**src/rtl/irq_ctrl_if.sv**
```systemverilog
// -----------------------------------------------------------------------------
// irq_ctrl_if
// CSR bus bundle between the CPLD register decoder and irq_ctrl.
//   csr_a   [4:0]  register address          (master -> slave)
//   csr_di  [7:0]  write data                (master -> slave)
//   csr_we         one-cycle write strobe    (master -> slave)
//   csr_do  [7:0]  combinational read data   (slave -> master)
// -----------------------------------------------------------------------------
interface irq_ctrl_if;
  logic [4:0] csr_a;
  logic [7:0] csr_di;
  logic       csr_we;
  logic [7:0] csr_do;

  modport master (
    output csr_a,
    output csr_di,
    output csr_we,
    input  csr_do
  );

  modport slave (
    input  csr_a,
    input  csr_di,
    input  csr_we,
    output csr_do
  );
endinterface

```
**src/rtl/irq_ctrl.sv**
```systemverilog
// -----------------------------------------------------------------------------
// irq_ctrl
// Interrupt aggregator on the CPLD CSR bus. Up to eight sources, each with an
// enable bit, a level/rising-edge mode bit and a pending bit (edge bits are
// write-1-to-clear). The single registered irq_out is forced low for
// GAP_CYCLES after each acknowledge (write to IP) so edge-sensitive SoC inputs
// see a fresh rising edge when interrupts remain active.
//
// Ports:
//   clk      system clock
//   rst_n    asynchronous active-low reset
//   bus      CSR bus (irq_ctrl_if.slave): csr_a, csr_di, csr_we, csr_do
//   irq_in   [7:0] source requests, active-high
//   irq_out  aggregated interrupt, active-high, registered
//
// Register map (offset from BASE_ADDR; offsets wrap modulo 32):
//   +0 IE      enable mask, R/W
//   +1 EDGE    1 = rising-edge mode, 0 = level mode, R/W
//   +2 IP      pending; write 1 clears edge-mode bits
//   +3 ACTIVE  IP & IE, read-only
// Bits at or above NUM_IRQS read 0 and ignore writes.
//
// Build option:
//   IRQ_CTRL_SYNC_EN  when defined, irq_in passes through a 2-flop
//                     synchroniser per bit (irq_in->irq_out latency 4 instead
//                     of 2). Leave undefined for same-clock-domain sources.
// -----------------------------------------------------------------------------
module irq_ctrl #(
  parameter logic [4:0] BASE_ADDR  = 5'h1f,
  parameter int         NUM_IRQS   = 8,
  parameter int         GAP_CYCLES = 4
) (
  input  logic           clk,
  input  logic           rst_n,
  irq_ctrl_if.slave      bus,
  input  logic [7:0]     irq_in,
  output logic           irq_out
);

  localparam logic [7:0] IMPL_MASK = 8'((9'h001 << NUM_IRQS) - 9'h001);
  localparam bit         GAP_EN    = (GAP_CYCLES > 0);
  localparam logic [7:0] GAP_LOAD  = GAP_EN ? 8'(GAP_CYCLES - 1) : 8'h00;

  typedef enum logic [1:0] {
    IDLE   = 2'd0,
    ASSERT = 2'd1,
    GAP    = 2'd2
  } state_t;

  // Address decode. The offset is computed modulo 32 so a block placed near
  // the top of the 5-bit space wraps around to address 0.
  logic [4:0] offset;
  logic       hit;
  logic       wr_ie;
  logic       wr_edge;
  logic       wr_ip;

  assign offset  = bus.csr_a - BASE_ADDR;
  assign hit     = (offset < 5'd4);
  assign wr_ie   = bus.csr_we && (offset == 5'd0);
  assign wr_edge = bus.csr_we && (offset == 5'd1);
  assign wr_ip   = bus.csr_we && (offset == 5'd2);

  logic [7:0] ie;
  logic [7:0] edge_mode;
  logic [7:0] ip;
  logic [7:0] s;
  logic [7:0] s_q;

  // ---- stage p0/p1: optional input synchroniser ----
`ifdef IRQ_CTRL_SYNC_EN
  logic [7:0] sync_p0;
  logic [7:0] sync_p1;

  always_ff @(posedge clk or negedge rst_n) begin
    if (!rst_n) begin
      sync_p0 <= 8'h00;
      sync_p1 <= 8'h00;
    end else begin
      sync_p0 <= irq_in & IMPL_MASK;
      sync_p1 <= sync_p0;
    end
  end

  assign s = sync_p1;
`else
  assign s = irq_in & IMPL_MASK;
`endif

  // ---- sample stage: s_q holds s from the previous cycle for edge detect ----
  always_ff @(posedge clk or negedge rst_n) begin
    if (!rst_n) begin
      s_q <= 8'h00;
    end else begin
      s_q <= s;
    end
  end

  logic [7:0] rise;
  logic [7:0] ie_next;
  logic [7:0] edge_next;
  logic [7:0] edge_chg;
  logic [7:0] w1c;
  logic [7:0] ip_next;

  assign rise = s & ~s_q;

  always_comb begin
    ie_next   = wr_ie   ? (bus.csr_di & IMPL_MASK) : ie;
    edge_next = wr_edge ? (bus.csr_di & IMPL_MASK) : edge_mode;
    edge_chg  = edge_next ^ edge_mode;
    // Only edge-mode bits respond to W1C; level bits mirror the input.
    w1c       = wr_ip ? (bus.csr_di & IMPL_MASK & edge_mode) : 8'h00;
    // Rising edge beats a simultaneous W1C so no event is lost; a mode change
    // clears the bit for that cycle regardless of either.
    ip_next   = ~edge_chg & IMPL_MASK &
                ((edge_mode & (rise | (ip & ~w1c))) | (~edge_mode & s));
  end

  // ---- register stage: IE / EDGE / IP ----
  always_ff @(posedge clk or negedge rst_n) begin
    if (!rst_n) begin
      ie        <= 8'h00;
      edge_mode <= 8'h00;
      ip        <= 8'h00;
    end else begin
      ie        <= ie_next;
      edge_mode <= edge_next;
      ip        <= ip_next;
    end
  end

  // Acknowledge is registered so the FSM reacts to the post-write state: the
  // gap (or the drop to IDLE) appears one cycle after the write edge.
  logic ack_q;

  always_ff @(posedge clk or negedge rst_n) begin
    if (!rst_n) begin
      ack_q <= 1'b0;
    end else begin
      ack_q <= wr_ip;
    end
  end

  logic active;
  assign active = |(ip & ie);

  state_t     state;
  state_t     state_next;
  logic [7:0] cnt;
  logic [7:0] cnt_next;

  always_comb begin
    state_next = state;
    cnt_next   = cnt;
    case (state)
      IDLE: begin
        if (active) begin
          state_next = ASSERT;
        end
      end
      ASSERT: begin
        if (!active) begin
          state_next = IDLE;
        end else if (ack_q && GAP_EN) begin
          state_next = GAP;
          cnt_next   = GAP_LOAD;
        end
      end
      GAP: begin
        // Acks arriving here are ignored so the gap length is never extended.
        if (cnt == 8'h00) begin
          state_next = active ? ASSERT : IDLE;
        end else begin
          cnt_next = cnt - 8'h01;
        end
      end
      default: begin
        state_next = IDLE;
        cnt_next   = 8'h00;
      end
    endcase
  end

  // ---- output stage: irq_out is a flop driven from the next state ----
  always_ff @(posedge clk or negedge rst_n) begin
    if (!rst_n) begin
      state   <= IDLE;
      cnt     <= 8'h00;
      irq_out <= 1'b0;
    end else begin
      state   <= state_next;
      cnt     <= cnt_next;
      irq_out <= (state_next == ASSERT);
    end
  end

  // Combinational read mux; 0 outside the block's four addresses.
  logic [7:0] rdata;

  always_comb begin
    rdata = 8'h00;
    if (hit) begin
      case (offset[1:0])
        2'd0:    rdata = ie;
        2'd1:    rdata = edge_mode;
        2'd2:    rdata = ip;
        default: rdata = ip & ie;
      endcase
    end
  end

  assign bus.csr_do = rdata;

endmodule

```
**src/flat_wrapper.sv**
```systemverilog
// flat-port wrapper written by rule: the top's interface ports become plain ports
module irq_ctrl_flat 
#(
  parameter logic [4:0] BASE_ADDR  = 5'h1f,
  parameter int         NUM_IRQS   = 8,
  parameter int         GAP_CYCLES = 4
)
  (clk, rst_n, irq_in, irq_out, bus_csr_a, bus_csr_di, bus_csr_we, bus_csr_do);
  irq_ctrl_if bus_i ();
  input  logic clk;
  input  logic rst_n;
  input  logic [7:0] irq_in;
  output logic irq_out;
  input wire logic [$bits(bus_i.csr_a)-1:0] bus_csr_a;
  input wire logic [$bits(bus_i.csr_di)-1:0] bus_csr_di;
  input wire logic [$bits(bus_i.csr_we)-1:0] bus_csr_we;
  output wire logic [$bits(bus_i.csr_do)-1:0] bus_csr_do;
  assign bus_i.csr_a = bus_csr_a;
  assign bus_i.csr_di = bus_csr_di;
  assign bus_i.csr_we = bus_csr_we;
  assign bus_csr_do = bus_i.csr_do;
  irq_ctrl #(.BASE_ADDR(BASE_ADDR), .NUM_IRQS(NUM_IRQS), .GAP_CYCLES(GAP_CYCLES)) u_core (.clk(clk), .rst_n(rst_n), .bus(bus_i), .irq_in(irq_in), .irq_out(irq_out));
endmodule
```
**config.mk**
```make
export PLATFORM = sky130hd
export DESIGN_NAME = irq_ctrl_flat
export DESIGN_NICKNAME = d
export VERILOG_FILES = /design/src/rtl/irq_ctrl_if.sv /design/src/rtl/irq_ctrl.sv /design/src/flat_wrapper.sv
export SDC_FILE = /design/constraint.sdc
export NUM_CORES = 1
export LEC_CHECK = 0
export ABC_AREA = 1
export ABC_CLOCK_PERIOD_IN_PS = 3800
export CAP_MARGIN = 5
export CORE_ASPECT_RATIO = 1.5
export CORE_MARGIN = 2
export CORE_UTILIZATION = 40
export DETAILED_ROUTE_END_ITERATION = 8
export PLACE_DENSITY_LB_ADDON = 0.08
export REMOVE_ABC_BUFFERS = 1
export SLEW_MARGIN = 20
export SYNTH_ARGS = -nofsm -noshare
export SYNTH_HDL_FRONTEND = slang
export SYNTH_SLANG_ARGS = --single-unit
```
**constraint.sdc**
```tcl
create_clock -name clk -period 3.8 [get_ports clk]
set_input_delay 0.76 -clock clk [delete_from_list [all_inputs] [get_ports clk]]
set_output_delay 0.76 -clock clk [all_outputs]
set_load 0.005 [all_outputs]
```
==> results of run 1 <==
-- cell type report --
cell class,count,area (um^2),share of cell area [%]
Sequential cell,44,1100,35.7
Clock buffer,8,90.1,2.92
Tap cell,76,95.1,3.08
Timing Repair Buffer,40,378,12.2
Inverter,41,154,4.99
Multi-Input combinational cell,256,1270,41.1
-- flip-flops by register name, summed over array words and instances (netlist names) --
register	flops
u_core.state	2
u_core.ack_q	1
u_core.ie	8
u_core.s_q	8
u_core.irq_out	1
u_core.ip	8
u_core.edge_mode	8
u_core.cnt	8
-- cell families (layout without fill, tap and decap cells) --
kind of cell	Yosys count	count (layout)	share of synthesized area [%]
AND/OR/NAND/NOR	192	192	32.6
AO/OA/AOI/OAI	55	55	12.3
buffers and inverters	54	89	9.33
flip-flops	44	44	42.1
adder cells (fa/ha/maj)	5	5	2.39
XOR/XNOR	4	4	1.34
-- metrics by stage --
| step | area (um^2) | hold WS (ns) | instances | worst slack [ns] | power (uW) |
|---|---|---|---|---|---|
| 2_1_floorplan | 2520 | 0.453 | 341 | 1.47 | 912 |
| 3_3_place_gp | 2990 | 0.475 | 457 | 0.322 | 1070 |
| 4_1_cts | 3080 | 0.508 | 465 | 0.260 | 1380 |
| 3_5_place_dp | 2990 | 0.496 | 457 | 0.257 | 1070 |
| 5_1_grt | 3090 | 0.504 | 465 | 0.142 | 1480 |
| 6_report | 3090 | 0.461 | 465 | 0.263 | 1360 |
-- worst min path at each step --
stage          slack [ns]                   endpoint  cells after the start                 startpoint
6_report             0.46    u_core.s_q[7]$_DFF_PN0_                      1                      rst_n
5_1_grt              0.50  u_core.state[0]$_DFF_PN0_                      1                      rst_n
4_1_cts              0.51     u_core.ip[3]$_DFF_PN0_                      3    u_core.s_q[3]$_DFF_PN0_
3_5_place_dp         0.50     u_core.ip[3]$_DFF_PN0_                      3    u_core.s_q[3]$_DFF_PN0_
3_3_place_gp         0.47  u_core.cnt[1]$_DFFE_PN0P_                      2  u_core.cnt[1]$_DFFE_PN0P_
2_1_floorplan        0.45  u_core.cnt[1]$_DFFE_PN0P_                      2  u_core.cnt[1]$_DFFE_PN0P_
-- report_power, final --
group | internal [uW] | total [uW] | switching (uW)
clock network | 148 | 301 | 153
logic | 181 | 452 | 270
registers | 540 | 609 | 69.1
total | 870 | 1360 | 492
-- Yosys cell counts --
library cell and instances:
ha_1 5, nand3b_1 1, buf_2 8, clkbuf_1 2, nand3_1 13, dfrtp_1 44, o21ai_2 8, o21ai_1 3
inv_2 2, buf_6 2, and3_1 1, nor3_1 5, o21bai_1 1, nor2_1 14, o21ai_0 25, nor2_2 1
nand4_2 1, or2_1 1, nor3_4 1, nand2_1 124, inv_1 39, o211ai_1 1, a31oi_1 8, xor2_1 4
nand4_1 25, nand2_2 5, buf_12 1, a21oi_1 9
-- per-layer routing --
layer  vias to the layer above  GRT usage, %  wire [um]
li1                       1233             -          -
met1                      1091          21.9       2720
met2                        50          34.9       3200
met3                        15          2.35        186
met4                         0          8.43        197
met5                         -             0          0
==> key figures, run 1 <==
Status
  • Outcome: finished clean

Clock tree
  • Setup repair bufs after CTS: 0
  • Clock transition at path regs: 0.08 ns
  • Hold_buf cts: 0
  • Num CTS Buffers: 5
  • Clk sinks: 44
  • CTS tree: yes
  • Post_cts resized: 0
  • CTS H-Tree Depth: 2
  • Worst-skew pair later-pin latency: 0.30 ns
  • CTS root buf: clkbuf_8
  • CTS Buffer Depth: 2

Global route
  • Grt total ovfl: 0
  • Vias in the first global route: 2332
  • All-Layer GR Usage: 18.9%
  • Initial antenna violation count: 0
  • First-pass GRT wire length: 10.7 mm
  • Pin count of the biggest net entering global routing: 45

Floorplanning
  • CORE AREA: 6400 um^2
  • # IOs: 33
  • Initial Util: 40.9%
  • DIE HEIGHT: 103 um
  • Num rows: 36
  • Die area: 7210 um^2
  • Die width: 70 um

STA
  • Worst-Margin Slew: 0.757 ns
  • Max_slew headroom: 49.6%
  • Fin crit period: 3.54 ns
  • Hold Fails Final Rpt: 0
  • Setup TNS Final: 0 ns
  • Final cycle utilization of the critical path: 93.1%
  • Final number of setup-violating endpoints: 0
  • Highest Clock Rate: 283 MHz
  • Final Skew: 0.00958 ns
  • RSZ-0062 raised after global routing: false
  • Fin. max-slew vios: 0

Layout
  • Area growth, synth to finish: 18.1%
  • Nets: 417
  • Layout cell share with drive strength beyond 1: 8.48%
  • Most common cell after layout, fill and taps aside: nand2_1
  • Filler Cell Count: 666
  • Number of inserted diodes: 0
  • Fin util: 48.3%
  • Most frequent cells in the layout: 124 x nand2_1, 44 x dfrtp_1, 39 x inv_1, 31 x clkdlybuf4s50_1

Detailed routing
  • Drc violations: 0
  • Routed Wire Length: 6.31 mm
  • First DRT Iteration DRCs: 65
  • Drt pass-1 iters: 4
  • Average wire per cell in the routed design: 13.6 um
  • Post-route ant nets: 0
  • DR vias/cell: 5.14
  • DR vias: 2389

Worst setup path
  • Critical Path Start Type: input port
  • CP peak stage delay: 0.59 ns
  • R2R Setup Slk: 1.99 ns
  • Critical Path Source: bus_csr_a[0]
  • Crit path kind: in -> out
  • Required @ worst endpoint: 3.04 ns
  • Critical path fanouts, max: 7
  • Crit end category: primary output
  • Crit-path cells: clkdlybuf4s50_1, nand2_2, inv_2, nand4_2, nand2_2, buf_4, nand2_1, a31oi_1, clkdlybuf4s50_1
  • Crit-path slowest cell: clkdlybuf4s50_1
  • Crit path depth: 9
  • Worst R2R Path Depth: 7
  • Capture point of the worst path: bus_csr_do[2]
  • RR Endpoint: u_core.cnt[4]$_DFFE_PN0P_
  • Worst r2r src: u_core.state[0]$_DFF_PN0_
  • Critical path buffer and inverter count: 4
  • Crit path DAT: 2.78 ns
  • CP delay by family, top: buffers and inverters

Synthesis
  • Mapped Area: 2610 um^2
  • Synthesis Warnings: 0
  • Seq/Total Area, Yosys: 42.1%
  • Synth top area cells: dfrtp_1 42%, nand2_1 18%, nand4_1 6.0%, inv_1 5.6%, o21ai_0 4.8%
  • Number of register bits inferred by synthesis: 44
  • Unique masters post-synth: 28
  • Synthesized area per cell: 7.38 um^2
  • Synth area leader: dfrtp_1
  • Post-Synthesis Cells: 354
  • Fraction of post-synthesis cell area in the top cell type by area: 42.1%

Hold path
  • Hold crit path type: in -> async

Flow run
  • Max Cap Viol: 0

Placed design
  • Dpl hpwl: 4.57 mm
  • # port buffers: 32
  • GP Congestion: 0.847

Power
  • Leakage Power: 0.00149 uW
  • P per Cell Area: 441 nW/um^2
  • Worst vdd ir: 0.256 mV
Note: power is estimated with default switching activity, not from simulation.
==> run 2: changes to the inputs <==
--- a/config.mk
+++ b/config.mk
@@ -11,6 +11,7 @@
 export CORE_ASPECT_RATIO = 1.5
 export CORE_MARGIN = 2
 export CORE_UTILIZATION = 40
+export CTS_BUF_LIST = sky130_fd_sc_hd__clkbuf_8
 export DETAILED_ROUTE_END_ITERATION = 8
 export PLACE_DENSITY_LB_ADDON = 0.08
 export REMOVE_ABC_BUFFERS = 1
==> key figures, run 2 (synthesized netlist as in run 1, its figures left out) <==
Layout
  • Nets: 417 (unchanged)
  • Filler Cell Count: 666 (unchanged)
  • Number of inserted diodes: 0 (unchanged)
  • Area of the multi-input gates: 1270 um^2 (unchanged)
  • Final Non-Filler Cells: 465 (unchanged)
  • Area growth, synth to finish: 18.1% (unchanged)
  • Register area: 1100 um^2 (unchanged)
  • Fin util: 48.3% (unchanged)
  • Layout cell share with drive strength beyond 1: 8.48% (unchanged)
  • Most common cell after layout, fill and taps aside: nand2_1
  • Most frequent cells in the layout: 124 x nand2_1, 44 x dfrtp_1, 41 x inv_1, 31 x clkdlybuf4s50_1

Power
  • Clk pwr share: 21.8% (-0.3 points)
  • Sw frac: 36.3% (+0.16 points)
  • Logic gate share of total power: 33.3% (about the same)
  • Flop pwr share: 44.9% (+0.2 points)
  • Psw: 493 uW (about the same)
  • P per Cell Area: 440 nW/um^2 (-0.36%)
  • P_int: 864 uW (-0.62%)
  • Worst vdd ir: 0.254 mV (-0.67%)
  • Leakage Power: 0.00150 uW (+0.56%)

Placed design
  • GP Congestion: 0.847 (unchanged)
  • Placed Instances: 457 (unchanged)
  • Pre-CTS setup slack: 0.257 ns (unchanged)
  • Dpl hpwl: 4.57 mm (unchanged)
  • # port buffers: 32 (unchanged)

Detailed routing
  • Drc violations: 0 (unchanged)
  • DR vias/cell: 5.14 (unchanged)
  • Routed Wire Length: 6.31 mm (about the same)
  • Drt pass-1 iters: 4 (unchanged)
  • DR vias: 2389 (unchanged)
  • Average wire per cell in the routed design: 13.6 um (about the same)
  • First DRT Iteration DRCs: 65 (unchanged)
  • Post-route ant nets: 0 (unchanged)

STA
  • Hold Fails Final Rpt: 0 (unchanged)
  • Worst-Margin Slew: 0.757 ns (-0.0000212 ns)
  • Final Skew: 0.00933 ns (-0.000252 ns)
  • Highest Clock Rate: 283 MHz (about the same)
  • Final number of setup-violating endpoints: 0 (unchanged)
  • Final cycle utilization of the critical path: 93.1% (about the same)
  • Fin. max-slew vios: 0 (unchanged)
  • Minimum hold slack: 0.461 ns (-0.000294 ns)
  • Setup TNS Final: 0 ns (unchanged)
  • Fin crit period: 3.54 ns (+0.0000930 ns)
  • RSZ-0062 raised after global routing: false
  • Final setup margin: 0.263 ns (-0.0000930 ns)
  • Max_slew headroom: 49.6% (about the same)

Global route
  • All-Layer GR Usage: 18.9% (unchanged)
  • Vias in the first global route: 2332 (unchanged)
  • Initial antenna violation count: 0 (unchanged)
  • Grt total ovfl: 0 (unchanged)
  • First-pass GRT wire length: 10.7 mm (unchanged)
  • Pin count of the biggest net entering global routing: 45 (unchanged)

Worst setup path
  • Crit-path cells: clkdlybuf4s50_1, nand2_2, inv_2, nand4_2, nand2_2, buf_4, nand2_1, a31oi_1, clkdlybuf4s50_1
  • Critical Path Source: bus_csr_a[0]
  • Critical path buffer and inverter count: 4 (unchanged)
  • Required @ worst endpoint: 3.04 ns (about the same)
  • Crit end category: primary output
  • Critical path fanouts, max: 7 (unchanged)
  • Crit-path slowest cell: clkdlybuf4s50_1
  • Critical Path Start Type: input port
  • Worst r2r src: u_core.state[0]$_DFF_PN0_
  • CP delay by family, top: buffers and inverters
  • Crit path kind: in -> out
  • Crit path DAT: 2.78 ns (about the same)
  • CP peak stage delay: 0.59 ns (about the same)

Floorplanning
  • Die area: 7210 um^2 (unchanged)
  • DIE HEIGHT: 103 um (unchanged)
  • Num rows: 36 (unchanged)
  • # IOs: 33 (unchanged)
  • Die width: 70 um (unchanged)
  • Initial Util: 40.9% (unchanged)
  • CORE AREA: 6400 um^2 (unchanged)

Clock tree
  • Worst-skew pair later-pin latency: 0.30 ns (about the same)
  • Hold_buf cts: 0 (unchanged)
  • Post_cts resized: 0 (unchanged)
  • Num CTS Buffers: 5 (unchanged)
  • Clk sinks: 44 (unchanged)
  • Setup repair bufs after CTS: 0 (unchanged)
  • CTS tree: yes
  • CTS Buffer Depth: 2 (unchanged)
  • CTS root buf: clkbuf_8
  • Clock transition at path regs: 0.08 ns (about the same)
  • CTS H-Tree Depth: 2 (unchanged)

Flow run
  • Max Cap Viol: 0 (unchanged)

Hold path
  • Hold crit path type: in -> async

Status
  • Outcome: finished clean
## run 2: cell count changes in the layout (fill, tap and decap cells not counted), sizes merged
cell    delta
clkbuf     -2
inv        +2
## run 2: routing by layer
metal  part of all wire, %  vias up  global-route usage [%]
li1                      -     1233                       -
met4                   3.1        0                    8.43
met2                    51       50                    34.9
met1                    43     1091                    21.9
met5                     0        -                       0
met3                   2.9       15                    2.35
## run 2: final timing paths
check                           slack, ns                   endpoint  depth (start not counted)
min in group clk                     0.51     u_core.ip[3]$_DFF_PN0_                          3
max in group asynchronous            2.93  u_core.cnt[3]$_DFFE_PN0P_                          1
worst min-delay path                 0.46  u_core.state[0]$_DFF_PN0_                          1
worst min register to register       0.51     u_core.ip[3]$_DFF_PN0_                          3
worst max register to register       1.99  u_core.cnt[4]$_DFFE_PN0P_                          7
worst max-delay path                 0.26              bus_csr_do[2]                          9
## run 2: layout make-up
type	instances	share of cell area (%)
tap	76	3.08
clock inverter	2	0.243
multi-input combinational	256	41.1
inverter	41	4.99
clock buffer	6	2.68
timing repair buffer	40	12.2
sequential	44	35.7
## run 2: through the flow
stage / power, uW / area [um^2]
2_1_floorplan: 912 / 2520
3_3_place_gp: 1070 / 2990
3_5_place_dp: 1070 / 2990
4_1_cts: 1380 / 3080
5_1_grt: 1470 / 3090
6_report: 1360 / 3090
## run 2: power groups by stage
stage	clock, uW	combinational, uW	sequential, uW
2_1_floorplan	0	314	598
3_3_place_gp	0	451	617
3_5_place_dp	0	455	616
4_1_cts	313	456	608
5_1_grt	328	527	619
6_report	296	452	609
==> run 3: changes to the inputs <==
--- a/config.mk
+++ b/config.mk
@@ -9,11 +9,11 @@
 export ABC_CLOCK_PERIOD_IN_PS = 3800
 export CAP_MARGIN = 5
 export CORE_ASPECT_RATIO = 1.5
-export CORE_MARGIN = 2
 export CORE_UTILIZATION = 40
 export CTS_BUF_LIST = sky130_fd_sc_hd__clkbuf_8
 export DETAILED_ROUTE_END_ITERATION = 8
 export PLACE_DENSITY_LB_ADDON = 0.08
+export RECOVER_POWER = 100
 export REMOVE_ABC_BUFFERS = 1
 export SLEW_MARGIN = 20
 export SYNTH_ARGS = -nofsm -noshare
==> key figures, run 3 (synthesized netlist as in run 1, its figures left out) <==
Clock tree
  • Post_cts resized: 0 (unchanged)
  • CTS root buf: clkbuf_8
  • Num CTS Buffers: 5 (unchanged)
  • Hold_buf cts: 0 (unchanged)
  • CTS Buffer Depth: 2 (unchanged)
  • Clock transition at path regs: 0.08 ns (about the same)
  • CTS tree: yes
  • Worst-skew pair later-pin latency: 0.29 ns (about the same)
  • Clk sinks: 44 (unchanged)
  • Setup repair bufs after CTS: 0 (unchanged)
  • CTS H-Tree Depth: 2 (unchanged)

Power
  • Worst vdd ir: 0.213 mV (-16%)
  • P per Cell Area: 442 nW/um^2 (+0.46%)
  • Leakage Power: 0.00148 uW (-1.2%)

STA
  • Setup TNS Final: 0 ns (unchanged)
  • Hold Fails Final Rpt: 0 (unchanged)
  • Fin. max-slew vios: 45 (+45)
  • Final number of setup-violating endpoints: 0 (unchanged)
  • Highest Clock Rate: 281 MHz (-0.60%)
  • Final cycle utilization of the critical path: 93.6% (+0.56 points)
  • Max_slew headroom: -62.1% (-110 points)
  • Final Skew: 0.00716 ns (-0.00217 ns)
  • Fin crit period: 3.56 ns (+0.0214 ns)
  • Worst-Margin Slew: 2.43 ns (+1.67 ns)
  • RSZ-0062 raised after global routing: false

Floorplanning
  • Die area: 6870 um^2 (-4.7%)
  • DIE HEIGHT: 101 um (-1.9%)
  • Initial Util: 42.0% (+1.2 points)
  • Die width: 68 um (-2.9%)
  • # IOs: 33 (unchanged)
  • Num rows: 35 (-2.8%)
  • CORE AREA: 6220 um^2 (-2.8%)

Detailed routing
  • Drt pass-1 iters: 4 (unchanged)
  • DR vias/cell: 5.21 (+1.4%)
  • Average wire per cell in the routed design: 13.1 um (-3.5%)
  • Top routing layer in use: met4
  • First DRT Iteration DRCs: 55 (-15%)
  • Wire length on met2: 3.21 mm (+0.34%)
  • Met1 wire length: 2.56 mm (-5.9%)
  • Post-route ant nets: 0 (unchanged)
  • Routed Wire Length: 6.07 mm (-3.9%)
  • DR vias: 2412 (+0.96%)
  • Wire length on met3: 182 um (-2.2%)
  • Drc violations: 0 (unchanged)

Worst setup path
  • Critical Path Start Type: input port
  • Crit end category: primary output
  • Required @ worst endpoint: 3.04 ns (about the same)
  • Critical path fanouts, max: 19 (+12)
  • Crit path kind: in -> out
  • Crit path DAT: 2.80 ns (+0.02 ns)

Placed design
  • Placed Instances: 455 (-0.44%)
  • GP Congestion: 0.799 (-5.7%)
  • Placed standard-cell area: 2990 um^2 (about the same)
  • # port buffers: 32 (unchanged)
  • Dpl hpwl: 4.42 mm (-3.3%)

Layout
  • Area growth, synth to finish: 15.8%
  • Filler Cell Count: 649 (-2.6%)
  • Number of inserted diodes: 0 (unchanged)
  • Layout cell share with drive strength beyond 1: 4.88% (-3.6 points)
  • Nets: 417 (unchanged)
  • Cell area after layout: 3030 um^2 (-1.9%)
  • Most frequent cells in the layout: 126 x nand2_1, 44 x dfrtp_1, 42 x inv_1, 33 x o21ai_0, 26 x nand4_1
  • Most common cell after layout, fill and taps aside: nand2_1
  • Final Non-Filler Cells: 463 (-0.43%)

Hold path
  • Hold crit path type: reg -> reg

Global route
  • All-Layer GR Usage: 20.1% (+1.2 points)
  • First-pass GRT wire length: 10.6 mm (-1.5%)
  • Pin count of the biggest net entering global routing: 45 (unchanged)
  • Vias in the first global route: 2396 (+2.7%)
  • Grt total ovfl: 0 (unchanged)
  • Initial antenna violation count: 0 (unchanged)

Status
  • Outcome: finished, violations left
  • Failing checks: max-capacitance violations, max-slew violations

Flow run
  • Max Cap Viol: 1 (+1)
run 3: cell types whose count changed in the layout (fill, tap and decap cells not counted), sizes merged:
| cell | previous run | this run |
|---|---|---|
| clkdlybuf4s50 | 31 | 19 |
| dlygate4sd3 | 0 | 12 |
| buf | 9 | 7 |
| clkbuf | 6 | 8 |
run 3: final cells by class:
cell class	instances	area (um^2)	share of cell area, %
multi-input combinational	256	1220	40.3
sequential	44	1100	36.4
timing repair buffer	40	370	12.2
inverter	41	154	5.08
tap	74	92.6	3.06
clock buffer	6	82.6	2.73
clock inverter	2	7.51	0.248
run 3: stage by stage:
step	setup WS [ns]	util (%)	hold WS [ns]	total power, uW
2_1_floorplan	1.47	-	0.453	912
3_3_place_gp	0.322	48.1	0.471	1060
3_5_place_dp	0.285	48.1	0.484	1070
4_1_cts	0.285	49.6	0.504	1370
5_1_grt	0.0822	48.7	0.536	1470
6_report	0.242	48.7	0.499	1340
run 3: path summary, 6_finish.rpt:
| check | startpoint | endpoint | slack (ns) | cells past startpoint |
|---|---|---|---|---|
| setup reg to reg | u_core.ip[1]$_DFF_PN0_ | u_core.cnt[1]$_DFFE_PN0P_ | 1.68 | 6 |
| setup / recovery | bus_csr_a[0] | bus_csr_do[6] | 0.24 | 8 |
| hold / removal | u_core.cnt[1]$_DFFE_PN0P_ | u_core.cnt[1]$_DFFE_PN0P_ | 0.50 | 2 |
| hold reg to reg | u_core.cnt[1]$_DFFE_PN0P_ | u_core.cnt[1]$_DFFE_PN0P_ | 0.50 | 2 |
| max in group asynchronous | rst_n | u_core.edge_mode[2]$_DFF_PN0_ | 1.21 | 1 |
| min in group asynchronous | rst_n | u_core.irq_out$_DFF_PN0_ | 1.21 | 1 |
run 3: metal layers:
layer	vias up	global-route usage [%]
li1	1227	-
met1	1128	22.4
met5	-	0
met3	10	3.62
met4	0	6.25
met2	47	37.1
run 3: where the power goes:
part | internal, uW | switching, uW | total [uW]
Combinational | 167 | 267 | 433
Sequential | 540 | 66.5 | 606
Clock | 143 | 154 | 298
Total | 850 | 488 | 1340
run 3: critical path, stage by stage:
cell	delay (ns)
dlygate4sd3_1	0.60
nand2_1	0.09
inv_1	0.08
nand4_1	0.11
nand2_2	0.31
nand2_1	0.09
a31oi_1	0.20
clkdlybuf4s50_1	0.53
